--- config.mk ---
export PLATFORM = sky130hd
export DESIGN_NAME = usb_tx_sequencer
export DESIGN_NICKNAME = d
export VERILOG_FILES = /design/src/rtl/usb_tx_sequencer.sv
export SDC_FILE = /design/constraint.sdc
export NUM_CORES = 1
export LEC_CHECK = 0
export ABC_AREA = 1
export CAP_MARGIN = 20
export CORE_UTILIZATION = 29
export CTS_BUF_LIST = sky130_fd_sc_hd__clkbuf_4 sky130_fd_sc_hd__clkbuf_8
export DETAILED_ROUTE_END_ITERATION = 12
export GPL_TIMING_DRIVEN = 0
export REMOVE_ABC_BUFFERS = 1
export SYNTH_ARGS = -nofsm -noshare
export SYNTH_HDL_FRONTEND = slang
export SYNTH_SLANG_ARGS = --single-unit
--- constraint.sdc ---
create_clock -name clk -period 1.8 [get_ports clk]
set_input_delay 0.54 -clock clk [delete_from_list [all_inputs] [get_ports clk]]
set_output_delay 0.54 -clock clk [all_outputs]
set_load 0.1 [all_outputs]
--- src/rtl/usb_tx_sequencer.sv ---
// USB transmit sequencer: fetches PID/body/CRC bytes from show-ahead FIFOs and streams SYNC..CRC then EOP.
// Define TX_SEQ_PKT_COUNT_EN to build the completed-packet counter; otherwise pkt_count is tied to zero.
module usb_tx_sequencer #(
  parameter int         PAYLOAD_BYTES = 16,
  parameter logic [7:0] SYNC_BYTE     = 8'h80,
  parameter int         IPG_CYCLES    = 2
) (
  input  logic        clk,
  input  logic        rst,
  input  logic        pkt_req,
  input  logic        pid_empty,
  input  logic [7:0]  pid_data,
  output logic        pid_pop,
  input  logic        nd_empty,
  input  logic [7:0]  nd_data,
  output logic        nd_pop,
  input  logic        data_empty,
  input  logic [7:0]  data_data,
  output logic        data_pop,
  input  logic        crc_empty,
  input  logic [7:0]  crc_data,
  output logic        crc_pop,
  output logic [7:0]  tx_byte,
  output logic        tx_valid,
  input  logic        tx_ready,
  output logic        tx_eop,
  input  logic        eop_done,
  output logic        busy,
  output logic        pid_err,
  output logic        underrun_err,
  output logic [15:0] pkt_count
);

  // Counter must also hold the 2-byte ND/CRC lengths when PAYLOAD_BYTES is 1.
  localparam int RW_RAW = $clog2(PAYLOAD_BYTES + 1);
  localparam int RW     = (RW_RAW < 2) ? 2 : RW_RAW;
  localparam logic [RW-1:0] REM_PAY  = RW'(PAYLOAD_BYTES);
  localparam logic [RW-1:0] REM_TWO  = RW'(2);
  localparam logic [RW-1:0] REM_ONE  = RW'(1);
  localparam logic [7:0]    GAP_LAST = (IPG_CYCLES == 0) ? 8'd0 : 8'(IPG_CYCLES - 1);

  typedef enum logic [3:0] {
    S_IDLE, S_CHECK, S_SYNC, S_PID, S_ND, S_DATA, S_CRC, S_EOP, S_EOPW, S_GAP
  } state_t;

  state_t        state, state_d;
  logic [7:0]    pid_q;
  logic [RW-1:0] rem, rem_d;
  logic [7:0]    gap_cnt, gap_d;
  logic          set_underrun;
  logic          pid_ok;
  logic          src_empty;
  logic [7:0]    src_data;
  logic          xfer;

  assign pid_ok = (pid_data[7:4] == ~pid_data[3:0]) && (pid_data[1:0] != 2'b00);
  assign busy   = (state != S_IDLE);

  always_comb begin
    src_empty = 1'b1;
    src_data  = 8'h00;
    case (state)
      S_ND:    begin src_empty = nd_empty;   src_data = nd_data;   end
      S_DATA:  begin src_empty = data_empty; src_data = data_data; end
      S_CRC:   begin src_empty = crc_empty;  src_data = crc_data;  end
      default: ;
    endcase
  end

  assign xfer = !src_empty && tx_ready;

  always_comb begin
    state_d      = state;
    rem_d        = rem;
    gap_d        = gap_cnt;
    tx_byte      = 8'h00;
    tx_valid     = 1'b0;
    tx_eop       = 1'b0;
    pid_pop      = 1'b0;
    nd_pop       = 1'b0;
    data_pop     = 1'b0;
    crc_pop      = 1'b0;
    pid_err      = 1'b0;
    set_underrun = 1'b0;
    case (state)
      S_IDLE: if (pkt_req && !pid_empty) state_d = S_CHECK;
      S_CHECK: begin
        if (pid_empty) begin
          state_d = S_IDLE;
        end else begin
          pid_pop = 1'b1;
          pid_err = !pid_ok;
          state_d = pid_ok ? S_SYNC : S_IDLE;
        end
      end
      S_SYNC: begin
        tx_byte  = SYNC_BYTE;
        tx_valid = 1'b1;
        if (tx_ready) state_d = S_PID;
      end
      S_PID: begin
        tx_byte  = pid_q;
        tx_valid = 1'b1;
        if (tx_ready) begin
          case (pid_q[1:0])
            2'b01:   begin state_d = S_ND;   rem_d = REM_TWO; end
            2'b11:   begin state_d = S_DATA; rem_d = REM_PAY; end
            default: state_d = S_EOP;
          endcase
        end
      end
      S_ND, S_DATA, S_CRC: begin
        tx_byte  = src_data;
        tx_valid = !src_empty;
        nd_pop   = (state == S_ND)   && xfer;
        data_pop = (state == S_DATA) && xfer;
        crc_pop  = (state == S_CRC)  && xfer;
        if (xfer) begin
          rem_d = rem - 1'b1;
          if (rem == REM_ONE) begin
            if (state == S_DATA) begin
              state_d = S_CRC;
              rem_d   = REM_TWO;
            end else begin
              state_d = S_EOP;
            end
          end
        end else if (tx_ready) begin
          // Source ran dry: still close the packet so the bus sees an EOP.
          set_underrun = 1'b1;
          state_d      = S_EOP;
        end
      end
      S_EOP: begin
        tx_eop  = 1'b1;
        state_d = S_EOPW;
      end
      S_EOPW: begin
        if (eop_done) begin
          gap_d   = 8'd0;
          state_d = S_GAP;
        end
      end
      S_GAP: begin
        if (gap_cnt == GAP_LAST) state_d = S_IDLE;
        else                     gap_d   = gap_cnt + 8'd1;
      end
      default: state_d = S_IDLE;
    endcase
  end

  always_ff @(posedge clk) begin
    if (rst) begin
      state        <= S_IDLE;
      pid_q        <= 8'h00;
      rem          <= '0;
      gap_cnt      <= 8'd0;
      underrun_err <= 1'b0;
    end else begin
      state   <= state_d;
      rem     <= rem_d;
      gap_cnt <= gap_d;
      if (state == S_CHECK && !pid_empty && pid_ok) pid_q <= pid_data;
      if (set_underrun) underrun_err <= 1'b1;
    end
  end

`ifdef TX_SEQ_PKT_COUNT_EN
  always_ff @(posedge clk) begin
    if (rst)                              pkt_count <= 16'h0000;
    else if (state == S_EOPW && eop_done) pkt_count <= pkt_count + 16'h0001;
  end
`else
  assign pkt_count = 16'h0000;
`endif

endmodule

==> summary.txt, run 1 <==
Outcome
  – Outcome: finished with violations
  – Violated checks: setup timing

Critical path
  – Reg2Reg Launch Point: state[1]
  – Worst reg2reg endpoint: state[0]
  – Crit-path max FO: 6
  – R2R depth: 11
  – Critical path launch point type: flop
  – Worst Path Arrival: 1.59 ns
  – Crit-path max cell delay: 0.39 ns
  – Critical path's slowest cell: dfxtp_4
  – Top delay family on crit path: simple AND/OR/NAND/NOR gates
  – Critical path cell sequence: inv_4 > nor2_4 > buf_12 > nand3_4 > nand2_4 > nor2_4 > nand2_4 > nor2_4 > buf_12
  – FF-to-FF setup slack: 0.06 ns
  – CP Class: reg -> out
  – CP endpoint kind: output port
  – Critical path buffers and inverters: 3
  – Most used cell, CP: nor2_4
  – Req. time, crit path: roughly 1.3 ns

Logic synthesis
  – Seq/Total Area, Yosys: ~27%
  – Commonest cells post-synth: 86 x nand2_1, 36 x inv_1, 34 x nor2_1, 26 x dfxtp_1, 24 x a21oi_1
  – Top-count cell post-synth: nand2_1
  – Syn Area/Cell: just over 6 um2
  – Netlist cell types: 32
  – Yosys top cell area share: about 27%
  – Yosys Warn Count: 0
  – EDFF count, synth: 0
  – FF+latch count, synth: 26
  – Cell taking the most area after synthesis: dfxtp_1
  – Syn Inst Count: 310
  – Post-synth top flop: dfxtp_1
  – Synth Cell Area: about 1900 um2
  – Synth top area cells: dfxtp_1 27%, nand2_1 17%, inv_1 7.1%
  – Ys async rst share: 0%

Pwr
  – Clock Power Share: 14.5%
  – Pwr Density: approximately 740 nW/um2
  – Net Sw Frac: between 40% and 50%
  – Internal cell power: between 1 and 1.5 mW
  – Switching power: 1.107 mW
  – Sequential power share: between 30% and 40%
  – Combinational fraction of design power: between 50% and 60%
  – Pleak: 1.361 nW
  – Worst IR drop on VDD: 0.4354 mV

Timing
  – Fin crit share: 118.1%
  – Final hold violations: 0
  – Slew Viols, Final: 0
  – Min cycle time layout: about 2.1 ns
  – Slew HR: between 60% and 70%
  – RSZ-0062 raised after global routing: yes
  – Setup Skew: 0.007380 ns
  – TNS Setup: -3.929 ns
  – Post-route worst setup slack: -0.3267 ns
  – Final setup violation count: 15
  – Fmax: roughly 470 MHz
  – Slew @ Worst Pin: 0.5412 ns

Drt
  – Drt total wl: between 5 and 6 mm
  – Wire per inst: 12.69 um
  – Total number of vias: approximately 2.3k
  – # DRC: 0
  – Vias/cell: 4.886
  – First-pass DRT Iterations: 4
  – Iter 0 DRT Violations: 105
  – Antenna-violating nets left: 0

Min path
  – Worst hold path class: reg -> reg
  – HP Start: pid_q[7]
  – Hold-critical path endpoint: pid_q[7]
  – Hold depth: 2

Cells and area
  – Nets@finish: ~430
  – Multi-input gate area: about 1400 um2
  – Fraction of layout cells with a size suffix above 1: between 20% and 30%
  – Ant diodes: 0
  – P&R area growth vs syn: 68.09%
  – Final Non-Filler Cells: 463
  – Storage cell area: 535.5 um2
  – Fillcell total: a little under 600

GRT
  – First-pass GRT wire length: roughly 9.8 mm
  – Vias in the first global route: between 2k and 2.5k
  – Largest net degree at the start of global routing: 18
  – Grt ovf: 0
  – Tot GR Track Use: between 15 and 20%
  – Initial antenna violation count: 0

Clocking
  – Total CTS buffers: 3
  – Post-CTS Hold Buffers: 0
  – H-Tree Depth: 1
  – Max clock buf depth: 2
  – CTS root buffer: clkbuf_8
  – Clk slew on worst S/H paths: around 0.10 ns
  – TritonCTS Sinks: 26
  – Clk_lat worst skew: between 0.2 and 0.3 ns
  – CTS tree: done

Placement
  – DP HPWL: roughly 4.1 mm
  – Placed Cells: around 440
  – RePlAce Congestion: 0.8098
  – Input/output buffers: 57

Run
  – Max-cap viol count: 0

Floorplanning
  – Die width: between 80 and 90 um
  – FP Rows: 29
  – I/O Pins: 74
  – Die height: about 83 um
  – Core box area: about 6300 um2
  – Die area: slightly below 7000 um2
  – Initial core utilization: roughly 30%
-- layout make-up --
| class | count | share of cell area [%] |
|---|---|---|
| multi-input cells | 237 | 45.06 |
| repair buffers | 78 | 28.20 |
| flip-flops and latches | 26 | 16.78 |
| inverters | 42 | 5.647 |
| well taps | 77 | 3.020 |
| clock buffers | 3 | 1.294 |
-- sequential cells by signal, indices dropped and copies added (netlist names) --
signal and count:
pid_q 8, rem 5, gap_cnt 8, state 4
underrun_err 1
-- worst min-delay path: cells and delay by family, from the launching register on --
family	cells	cell delay [ns]
buf+inv	1	0.05
flops	1	0.33
compound gates	1	0.05
-- logic make-up after synthesis --
logic type | share of synthesized area (%)
compound gates | 15.76
xor+xnor | 2.308
fa+ha+maj | 2.637
buf+inv | 15.49
flops | 27.42
other cells | 0.1976
simple gates | 36.19
-- routing by layer --
metal | GRT usage, % | wire [um] | up-vias
met3 | 2.286 | 196 | 11
met1 | 22.49 | 2626 | 1066
met5 | 0 | 0 | -
met4 | 5.329 | 137 | 0
li1 | - | - | 1123
met2 | 29.14 | 2913 | 62
-- cells in the final DEF, fill, tap and decap left out, types with 6 or more instances in the layout --
cell type and instances:
nand2_1 73, inv_1 29, nor2_1 26, clkdlybuf4s50_1 26, dfxtp_1 22, a21oi_1 21
buf_12 17, buf_4 17, conb_1 16, dlygate4sd2_1 13, o21ai_0 11, nand2_4 10
nor2_4 10, nand3_1 10, inv_2 7, o21ai_1 7, nand2_2 6, o2111ai_2 6
nand4_1 6
-- what timing repair did --
action | 4_1_cts | 5_1_grt
endpoints found under the setup margin | 33 | 38
gates resized for setup | 215 | 45
pin swaps | 14 | 20
setup buffers | 15 | 6
-- how the worst max path moves through the flow --
stage                     cells past startpoint       end      start  slack [ns]
final                                         9   crc_pop   state[2]       -0.33
after global routing                          9   crc_pop   state[2]       -0.41
after global placement                        5  data_pop   state[0]       -1.53
after detailed placement                      5  data_pop   state[0]       -1.54
after floorplan                               2   pid_err  pid_empty       -3.36
after CTS                                     8   crc_pop   state[2]       -0.34
-- through the flow --
stage	setup WS (ns)	hold slack, ns	power [mW]	util, %	area, um2
finish	-0.3267	0.4676	2.361	50.25	3191
detailed placement	-1.536	0.4480	1.638	39.13	2485
CTS	-0.3405	0.4638	2.115	46.74	2968
floorplan	-3.359	0.4241	1.389	-	1818
global route	-0.4057	0.5067	2.518	50.25	3191
global placement	-1.533	0.4482	1.633	39.13	2485
-- power groups by stage --
stage               sequential, mW  clock [mW]  combinational [mW]
floorplan                    0.679           0               0.709
global placement             0.689           0               0.945
detailed placement           0.690           0               0.948
CTS                          0.698       0.353                1.06
global route                 0.728       0.393                1.40
finish                       0.714       0.343                1.30
(Power assumes the default switching activity.)
==> inputs of run 2 (changes only) <==
- CELL_PAD_IN_SITES_DETAIL_PLACEMENT: default -> 1
- CELL_PAD_IN_SITES_GLOBAL_PLACEMENT: default -> 1
- PLACE_DENSITY_LB_ADDON: default -> 0.1
==> run 2 against run 1 <==
The flow still finishes with violations (setup timing). Combinational power decreased by 5%. Critical endpoint is now tx_valid. Sequential share of layout area is 0.44 points lower. Maximum frequency decreased by 3.2%. Largest power group unchanged. First-iteration DRC count fell by 38%. Register-to-register slack got worse by 0.11 ns.
==> summary.txt, run 2 (synthesis gave the netlist of run 1 again) <==
Critical path
  – Req. time, crit path: ~1.3 ns
  – Worst Path Arrival: 1.66 ns
  – Crit path launch: state[2]
  – Critical path launch point type: flop
  – CP Class: reg -> out
  – Crit-path max FO: 4
  – R2R depth: 11
  – Worst reg2reg endpoint: state[0]
  – FF-to-FF setup slack: -0.05 ns
  – Reg2Reg Launch Point: state[1]
  – CP endpoint kind: output port
  – Setup crit end: tx_valid

Clocking
  – CTS root buffer: clkbuf_8
  – Total CTS buffers: 3
  – TritonCTS Sinks: 26
  – Clk slew on worst S/H paths: 0.10 ns
  – CTS tree: done
  – Clk_lat worst skew: ~0.28 ns
  – H-Tree Depth: 1
  – Max clock buf depth: 2

Drt
  – # DRC: 0
  – Drt total wl: 7.015 mm
  – Total number of vias: 2276
  – Vias/cell: between 4 and 5
  – Iter 0 DRT Violations: 65
  – Antenna-violating nets left: 0
  – First-pass DRT Iterations: 4
  – Wire per inst: between 10 and 15 um

Cells and area
  – Ant diodes: 0
  – P&R area growth vs syn: 72.58%
  – Final Non-Filler Cells: approximately 470
  – Biggest registers after layout: gap_cnt x8, pid_q x8, rem x5
  – Fraction of layout cells with a size suffix above 1: between 30 and 40%
  – Most common cell after layout, fill and taps aside: nand2_1
  – Nets@finish: approximately 440
  – Commonest cells after routing, fill and taps aside: 65 x nand2_1, 29 x inv_1, 26 x clkdlybuf4s50_1, 25 x nor2_1, 25 x buf_4

Timing
  – Post-route worst setup slack: -0.3962 ns
  – Fin crit share: 122.0%
  – Slew Viols, Final: 0
  – Slew HR: between 60% and 70%
  – Min cycle time layout: roughly 2.2 ns
  – Slew @ Worst Pin: between 0.5 and 0.6 ns
  – Setup Skew: approximately 0.007 ns
  – Fmax: around 460 MHz
  – Final hold violations: 0
  – Final setup violation count: 21
  – RSZ-0062 raised after global routing: yes

GRT
  – Tot GR Track Use: 19.01%
  – Grt ovf: 0
  – Largest net degree at the start of global routing: 18
  – First-pass GRT wire length: ~11 mm
  – Initial antenna violation count: 0
  – Vias in the first global route: between 2k and 2.5k

Pwr
  – Pleak: between 1 and 1.5 nW
  – Clock Power Share: between 10% and 20%
  – Sequential power share: between 30 and 40%
  – Pwr Density: 718.4 nW/um2
  – Net Sw Frac: 47.66%
  – Combinational fraction of design power: 52.4%
  – Internal cell power: around 1.2 mW
  – Worst IR drop on VDD: ~0.9 mV
  – Switching power: approximately 1.1 mW
  – Total power: approximately 2.4 mW

Placement
  – Input/output buffers: 57
  – Placed Cells: roughly 440
  – RePlAce Congestion: roughly 0.76
  – DP HPWL: 4.724 mm

Run
  – Max-cap viol count: 0

Floorplanning
  – Die height: roughly 83 um
  – Die width: 82.90 um
  – I/O Pins: 74
  – Core box area: 6350 um2
  – Die area: 6872 um2
  – FP Rows: 29
  – Initial core utilization: 29.89%

Outcome
  – Outcome: finished with violations
  – Violated checks: setup timing

Min path
  – Worst hold path class: reg -> reg
==> run 2: changes by cell type in the layout (fill, tap and decap cells not counted), sizes merged <==
cell / previous run / this run
buf: 37 / 46
clkbuf: 3 / 4
==> run 2: what timing repair did <==
action | 4_1_cts | 5_1_grt
endpoints found under the setup margin | 40 | 37
resized for setup | 188 | 80
gates cloned | 0 | 0
setup buffers | 14 | 16
pin swaps | 12 | 12
hold buffers | 0 | 0
==> run 2: worst min path at each step <==
stage / from / to / slack (ns) / cells past startpoint
after global placement: pid_q[7] / pid_q[7] / 0.45 / 2
final: pid_q[7] / pid_q[7] / 0.48 / 2
after floorplan: pid_q[7] / pid_q[7] / 0.42 / 2
after CTS: pid_q[7] / pid_q[7] / 0.47 / 2
after global routing: pid_q[6] / pid_q[6] / 0.50 / 2
after detailed placement: pid_q[6] / pid_q[6] / 0.45 / 2
==> run 2: worst max-delay path: stages, from the launching register on <==
cell and delay, ns:
dfxtp_4 0.38, buf_4 0.14, nand2_4 0.08, nor2_4 0.06, buf_4 0.14, nand2_2 0.06
nand3_2 0.12, o21ai_2 0.19, buf_12 0.19
==> run 2: cell type report <==
cell class | count | area [um2]
Sequential cell | 26 | 535.5
Fill cell | 792 | 3074
Clock buffer | 4 | 55.05
Timing Repair Buffer | 87 | 943.4
Tap cell | 77 | 96.34
Inverter | 42 | 182.7
Multi-Input combinational cell | 237 | 1463
==> run 2: layer usage <==
layer	up-vias	part of all wire, %	track usage, %
met5	-	0	0
met4	0	1.5	3.292
met3	8	3.1	2.584
met2	61	50	32.94
met1	1075	46	25.37
li1	1132	-	-
==> run 2: power by group through the flow <==
stage | combinational, mW | clock, mW | sequential, mW
final | 1.23 | 0.399 | 0.722
after global routing | 1.33 | 0.432 | 0.734
after CTS | 1.04 | 0.417 | 0.707
after detailed placement | 0.969 | 0 | 0.694
after global placement | 0.961 | 0 | 0.690
after floorplan | 0.709 | 0 | 0.679
==> run 2: metrics by stage <==
| step | hold WS [ns] | TNS, ns | cell area [um2] | setup WS [ns] | util [%] |
|---|---|---|---|---|---|
| after CTS | 0.4741 | -5.255 | 2839 | -0.3944 | 44.71 |
| after detailed placement | 0.4522 | -32.88 | 2485 | -1.578 | 39.13 |
| final | 0.4771 | -4.909 | 3276 | -0.3962 | 51.59 |
| after global placement | 0.4483 | -32.45 | 2485 | -1.584 | 39.13 |
| after global routing | 0.5014 | -7.015 | 3276 | -0.4799 | 51.59 |
| after floorplan | 0.4241 | -32.83 | 1818 | -3.359 | - |
==> inputs of run 3 (changes only) <==
- CTS_CLUSTER_DIAMETER: default -> 50
- CTS_CLUSTER_SIZE: default -> 12
- SKIP_CTS_REPAIR_TIMING: default -> 1
==> run 3 against run 2 <==
The flow still finishes with violations (setup timing). Cell area shrank 8.9%. Final cell count shrank 4.0%. Utilization shrank 4.6 points. Critical path type unchanged. Largest power group unchanged. Highest routed layer unchanged.
==> summary.txt, run 3 (synthesis gave the netlist of run 1 again) <==
Outcome
  – Outcome: finished with violations
  – Violated checks: setup timing

GRT
  – Tot GR Track Use: approximately 18%
  – First-pass GRT wire length: about 10 mm
  – Grt ovf: 0
  – Initial antenna violation count: 0
  – Vias in the first global route: approximately 2.0k
  – Largest net degree at the start of global routing: 18

Drt
  – Antenna-violating nets left: 0
  – Iter 0 DRT Violations: 71
  – Total number of vias: 2173
  – Drt total wl: between 6 and 7 mm
  – Vias/cell: between 4 and 5
  – Wire per inst: approximately 14 um
  – First-pass DRT Iterations: 4
  – # DRC: 0

Critical path
  – Critical path launch point type: flop
  – Critical path cell sequence: inv_4 > nor2_4 > nand2_4 > nor2_4 > nand2_4 > nor2_4 > buf_12
  – CP Class: reg -> out
  – Req. time, crit path: roughly 1.3 ns
  – Crit path launch: state[2]
  – Worst Path Arrival: 1.76 ns
  – Most used cell, CP: nor2_4
  – Critical path's slowest cell: dfxtp_4
  – Reg2Reg Launch Point: state[2]
  – Crit-path max FO: 6
  – Crit-path max cell delay: 0.41 ns
  – CP endpoint kind: output port

Timing
  – Slew @ Worst Pin: 0.5741 ns
  – Final setup violation count: 21
  – RSZ-0062 raised after global routing: yes
  – Min cycle time layout: ~2.3 ns
  – Final hold violations: 0
  – Slew Viols, Final: 0
  – Fmax: between 400 and 500 MHz
  – Slew HR: between 60 and 70%
  – Post-route worst setup slack: -0.4972 ns
  – Setup Skew: between 0.003 and 0.004 ns
  – Fin crit share: 127.6%

Clocking
  – TritonCTS Sinks: 26
  – CTS tree: done
  – Max clock buf depth: 2
  – CTS root buffer: clkbuf_8
  – Clk slew on worst S/H paths: approximately 0.10 ns
  – Clk_lat worst skew: approximately 0.28 ns
  – Total CTS buffers: 3
  – H-Tree Depth: 1

Placement
  – Setup WS pre-CTS: -1.578 ns
  – Input/output buffers: 57
  – RePlAce Congestion: roughly 0.76
  – DP HPWL: about 4.7 mm

Cells and area
  – P&R area growth vs syn: 57.15%
  – Most common cell after layout, fill and taps aside: nand2_1
  – Ant diodes: 0
  – Fraction of layout cells with a size suffix above 1: 22.81%
  – Commonest cells after routing, fill and taps aside: 78 x nand2_1, 31 x inv_1, 29 x clkdlybuf4s50_1, 25 x nor2_1, 23 x a21oi_1
  – Biggest registers after layout: gap_cnt x8, pid_q x8, rem x5
  – Nets@finish: ~420

Pwr
  – Pwr Density: 734.1 nW/um2
  – Pleak: around 1.3 nW
  – Worst IR drop on VDD: between 0.7 and 0.8 mV
  – Total power: 2.190 mW

Floorplanning
  – Die area: approximately 7000 um2
  – Die width: ~83 um
  – Core box area: between 6000 and 7000 um2
  – FP Rows: 29
  – Die height: ~83 um
  – I/O Pins: 74
  – Initial core utilization: between 20% and 30%

Run
  – Max-cap viol count: 0

Min path
  – HP Start: pid_q[6]
  – Worst hold path class: reg -> reg
run 3: path summary, 6_finish.rpt:
path / cells after the start / slack [ns] / end
worst min register to register: 2 / 0.46 / pid_q[6]
worst max-delay path: 7 / -0.50 / nd_pop
worst max register to register: 12 / -0.03 / state[1]
worst min-delay path: 2 / 0.46 / pid_q[6]
run 3: metrics by stage:
stage / instance area (um2) / cells / utilization, % / setup TNS [ns] / hold slack, ns
2_1_floorplan: 1818 / 305 / - / -32.83 / 0.4241
3_3_place_gp: 2485 / 439 / 39.13 / -32.45 / 0.4483
3_5_place_dp: 2485 / 439 / 39.13 / -32.88 / 0.4522
4_1_cts: 2540 / 443 / 40.00 / -33.24 / 0.4673
5_1_grt: 2983 / 454 / 46.98 / -8.431 / 0.4855
6_report: 2983 / 454 / 46.98 / -6.243 / 0.4631
run 3: final cells by class:
| class | instances | area (um2) |
|---|---|---|
| multi-input cells | 237 | 1345 |
| well taps | 77 | 96.34 |
| flip-flops and latches | 26 | 535.5 |
| fillers | 803 | 3367 |
| repair buffers | 68 | 779.5 |
| clock buffers | 4 | 55.05 |
| inverters | 42 | 171.4 |
run 3: worst max-delay path: cells and delay by family, from the launching register on:
family                 cells  cell delay (ns)
DFF                        1             0.41
and+or+nand+nor            5             0.85
buffers and inverters      2             0.23
run 3: where the power goes:
| group | total (mW) | switching (mW) | internal [mW] | leakage, nW |
|---|---|---|---|---|
| clock | 0.394 | 0.198 | 0.196 | 0.0288 |
| sequential | 0.713 | 0.0847 | 0.628 | 0.213 |
| combinational | 1.08 | 0.778 | 0.305 | 1.07 |
| total | 2.19 | 1.06 | 1.13 | 1.31 |
run 3: per-layer routing:
layer	up-vias	GRT usage (%)	wire [um]
li1	1095	-	-
met1	1010	24.63	2935
met2	58	29.36	3220
met3	10	2.386	231
met4	0	3.292	119
met5	-	0	0
